==> src/rtl/rr_arbiter_4.sv <==
// Four-way round-robin arbiter with a one-cycle turnaround between grants.
// Each grant is held until the owner drops req, done is asserted, or the grant reaches MAX_HOLD cycles.
module rr_arbiter_4 #(
   parameter int unsigned MAX_HOLD = 8   // legal range 1..15
) (
   input  logic       clk,
   input  logic       rst,
   input  logic [3:0] req,
   input  logic       done,
   output logic [3:0] grant,
   output logic [1:0] grant_idx,
   output logic       busy
);

   // state | meaning
   // IDLE  | no owner; choose one from req, starting the search at ptr
   // GRANT | grant_idx owns the resource; hold_cnt counts visible cycles minus one
   typedef enum logic {IDLE, GRANT} state_t;

   localparam logic [3:0] HOLD_LAST = 4'(MAX_HOLD - 1);

   state_t     state, state_nxt;
   logic [1:0] ptr, ptr_nxt;
   logic [3:0] hold_cnt, hold_nxt;
   logic [1:0] idx_nxt;
   logic [1:0] pick, cand;
   logic       found;
   logic       release_now;

   always_ff @(posedge clk) begin
      if (rst) begin
         state     <= IDLE;
         ptr       <= 2'd0;
         hold_cnt  <= 4'd0;
         grant_idx <= 2'd0;
      end else begin
         state     <= state_nxt;
         ptr       <= ptr_nxt;
         hold_cnt  <= hold_nxt;
         grant_idx <= idx_nxt;
      end
   end

   always_comb begin
      state_nxt   = state;
      ptr_nxt     = ptr;
      hold_nxt    = hold_cnt;
      idx_nxt     = grant_idx;
      pick        = ptr;
      cand        = ptr;
      found       = 1'b0;
      release_now = 1'b0;

      // Walk the search order backwards so the closest requester to ptr wins.
      for (int k = 3; k >= 0; k--) begin
         cand = ptr + 2'(k);
         if (req[cand]) begin
            pick  = cand;
            found = 1'b1;
         end
      end

      case (state)
         IDLE: begin
            if (found) begin
               idx_nxt   = pick;
               hold_nxt  = 4'd0;
               state_nxt = GRANT;
            end
         end
         GRANT: begin
            hold_nxt    = hold_cnt + 4'd1;
            release_now = !req[grant_idx] || done || (hold_cnt == HOLD_LAST);
            if (release_now) begin
               state_nxt = IDLE;
               ptr_nxt   = grant_idx + 2'd1;
               hold_nxt  = 4'd0;
            end
         end
         default: state_nxt = IDLE;
      endcase
   end

   // Outputs decode registered state only; req and done never reach them combinationally.
   assign busy  = (state == GRANT);
   assign grant = busy ? (4'b0001 << grant_idx) : 4'b0000;

endmodule

==> config.mk <==
export PLATFORM = sky130hd
export DESIGN_NAME = rr_arbiter_4
export DESIGN_NICKNAME = d
export VERILOG_FILES = /design/src/rtl/rr_arbiter_4.sv
export SDC_FILE = /design/constraint.sdc
export NUM_CORES = 1
export LEC_CHECK = 0
export ABC_AREA = 1
export CORE_AREA = 2 2 39 41
export DETAILED_ROUTE_END_ITERATION = 8
export DIE_AREA = 0 0 41 43
export DONT_BUFFER_PORTS = 1
export HOLD_SLACK_MARGIN = 0.03
export PLACE_DENSITY = 0.72
export SETUP_SLACK_MARGIN = 0.5
export SYNTH_ARGS = -nofsm -noshare
export SYNTH_HDL_FRONTEND = slang
export SYNTH_SLANG_ARGS = --single-unit
==> constraint.sdc <==
create_clock -name clk -period 1.4 [get_ports clk]
set_input_delay 0.21 -clock clk [delete_from_list [all_inputs] [get_ports clk]]
set_output_delay 0.21 -clock clk [all_outputs]
set_load 0.005 [all_outputs]
==> impl_metrics.env <==
export IMPL_ys_warn_count=0
export IMPL_grt_pass1_wl_microns=3290
export IMPL_crit_path_max_incr_delay_ps=330
export IMPL_path_class="reg -> reg"
export IMPL_period_minus_slack_ps=1400
export IMPL_final_cells=156
export IMPL_grt_pass1_vias=819
export IMPL_syn_avg_cell_area_sq_um=6.37
export IMPL_whs_ps=93.0
export IMPL_design_area_sq_mm=0.00124
export IMPL_worstSkewPairLatency_ps=260
export IMPL_dp_hpwl_microns=1300
export IMPL_drc=0
export IMPL_setup_worst_path_start_class="flop"
export IMPL_io_pins=14
export IMPL_setup_viol=0
export IMPL_rsz0062_at_grt="yes"
export IMPL_routabilityCongestion=0.823
export IMPL_cts_tree="built"
export IMPL_first_iter_violations=16
export IMPL_synth_area_sq_um=758
export IMPL_clk_pin_slew_ps=60
export IMPL_cts_max_path_buffers=2
export IMPL_initial_core_util_pct=54.8
export IMPL_drtPass1Iterations=4
export IMPL_slew_violations=0
export IMPL_fmax_mhz=715
export IMPL_critPathMaxFanout=8
export IMPL_die_width_microns=41
export IMPL_maxCapViolCount=0
export IMPL_num_rows=14
export IMPL_cts_sinks=9
export IMPL_finalHoldViolations=0
export IMPL_syn2layout_area_growth_pct=63.2
export IMPL_leakagePower_nw=0.568
export IMPL_grt_max_degree=9
export IMPL_cp_required_ps=1590
export IMPL_ys_seq_elements=9
export IMPL_antenna_found_initial=0
export IMPL_dieArea_sq_mm=0.00176
export IMPL_hold_path_class="in -> reg"
export IMPL_drive_gt1_share_pct=67.9
export IMPL_syn_nets=131
export IMPL_ir_worst_vdd_uv=1360
export IMPL_path_cells="buf_12, inv_12, nand2_2, nand3_2, nand2_4, nor2_4, nand2_4, nor2_4, nand2_1, a21oi_2"
export IMPL_layout_nets=153
export IMPL_finClkSkew_ps=2.72
export IMPL_dp_cells=139
export IMPL_wl_microns=2420
export IMPL_place_area_sq_um=838
export IMPL_synth_yosys_seq_area_share_pct=23.8
export IMPL_diodes=0
export IMPL_die_y_microns=43
export IMPL_finish_utilization_pct=89.4
export IMPL_p_per_area_mw_per_mm2=1750
export IMPL_syn_inst=119
export IMPL_cts_made_buffers=3
export IMPL_core_area_sq_mm=0.00138
export IMPL_grt_usage_pct=27.8
export IMPL_status="finished, final reports clean"
export IMPL_port_buffers=0
export IMPL_maxSlewHeadroom_pct=83.5
export IMPL_overflow=0
export IMPL_via_per_inst=5.49
export IMPL_antenna_left=0
export IMPL_crit_path_end_kind="flop"
export IMPL_h_tree_depth=1
export IMPL_tightest_slew_ps=245
export IMPL_critical_path_arrival_ps=1590
export IMPL_synth_cell_types=19
export IMPL_vias=857
export IMPL_finalCritPeriodShare_pct=99.9
export IMPL_slowest_stage="dfxtp_2"
export IMPL_root_buffer="clkbuf_4"
export IMPL_wl_per_cell_microns=15.5
## power by group
part / switching [mW] / internal [mW] / total (mW)
Clock: 0.0909 / 0.110 / 0.201
Combinational: 0.869 / 0.641 / 1.51
Sequential: 0.122 / 0.338 / 0.460
## sequential cells by signal, summed over array words and instances, names as in the netlist
signal	flops
grant_idx	2
ptr	2
busy	1
hold_cnt	4
## area by class of cell
class	instances	area [sq um]
Tap cell	16	20.0
Timing Repair Buffer	18	161
Inverter	20	97.6
Multi-Input combinational cell	89	733
Clock buffer	4	26.3
Sequential cell	9	199
Fill cell	63	146
## through the flow
step	setup WS [ps]	power (mW)	TNS, ps
floorplan	158	1.11	0
global placement	45.5	1.30	0
detailed placement	33.0	1.32	0
CTS	38.2	1.88	0
global route	-69.2	2.30	-288
finish	1.01	2.17	0
## cell families (layout without fill, tap and decap cells)
kind of cell,after synthesis,after routing,synth area share [%]
AOI/OAI and AO/OA,16,16,10.9
xor gates and xnor gates,1,1,1.16
adders and majority gates,5,5,8.25
buffers and inverters,21,42,12.4
DFF,9,9,23.8
and+or+nand+nor,67,67,43.6
## layout by cell type, fill, tap and decap left out, drive strengths merged
cell type,Yosys,final
nand2,46,46
inv,20,20
buf,1,17
nand3,13,13
a21oi,11,11
dfxtp,9,9
nor2,6,6
ha,5,5
o21ai,4,4
clkbuf,0,4
nand4,1,1
o21bai,1,1
or2,1,1
xnor2,1,1
dlygate4sd3,0,1
## worst paths after layout
kind / startpoint / cells past startpoint / end / slack, ps
setup reg to reg: ptr[0] / 10 / hold_cnt[1] / 1
hold reg to reg: hold_cnt[2] / 2 / hold_cnt[2] / 520
hold / removal: rst / 3 / grant_idx[0] / 90
setup / recovery: ptr[0] / 10 / hold_cnt[1] / 1
## worst max-delay path: cells and delay by family (launching register included)
| family | cells | cell delay (ps) |
|---|---|---|
| DFF | 1 | 330 |
| and+or+nand+nor | 7 | 680 |
| AOI/OAI and AO/OA | 1 | 100 |
| buffers and inverters | 2 | 220 |
## layer usage
| layer | vias up | wire (microns) | share of wire, % | track usage [%] |
|---|---|---|---|---|
| met4 | 0 | 47 | 1.9 | 15.3 |
| met2 | 24 | 1290 | 53 | 47.8 |
| met1 | 408 | 1020 | 42 | 30.6 |
| li1 | 418 | - | - | - |
| met3 | 7 | 65 | 2.7 | 3.14 |
| met5 | - | 0 | 0 | 0 |
## cell usage after synthesis
cell type,instances,share of area (%)
a21oi_1,11,7.3
buf_6,1,1.5
dfxtp_1,9,24
ha_1,5,8.3
inv_1,17,8.4
inv_2,2,0.99
inv_8,1,1.5
nand2_1,35,17
nand2_2,10,8.3
nand2_4,1,1.5
nand3_1,13,8.6
nand4_1,1,0.83
nor2_1,2,0.99
nor2_2,1,0.83
nor2_4,3,4.5
o21ai_0,4,2.6
o21bai_1,1,0.99
or2_2,1,0.83
xnor2_1,1,1.2
## timing repair
item                       CTS  global route
setup endpoints to repair   14            15
hold buffers                 1             0
pin swaps                   15            13
setup buffers                9             3
resized for setup           47            32
hold endpoints to repair     3             0
Note: power is estimated with default switching activity, not from simulation.
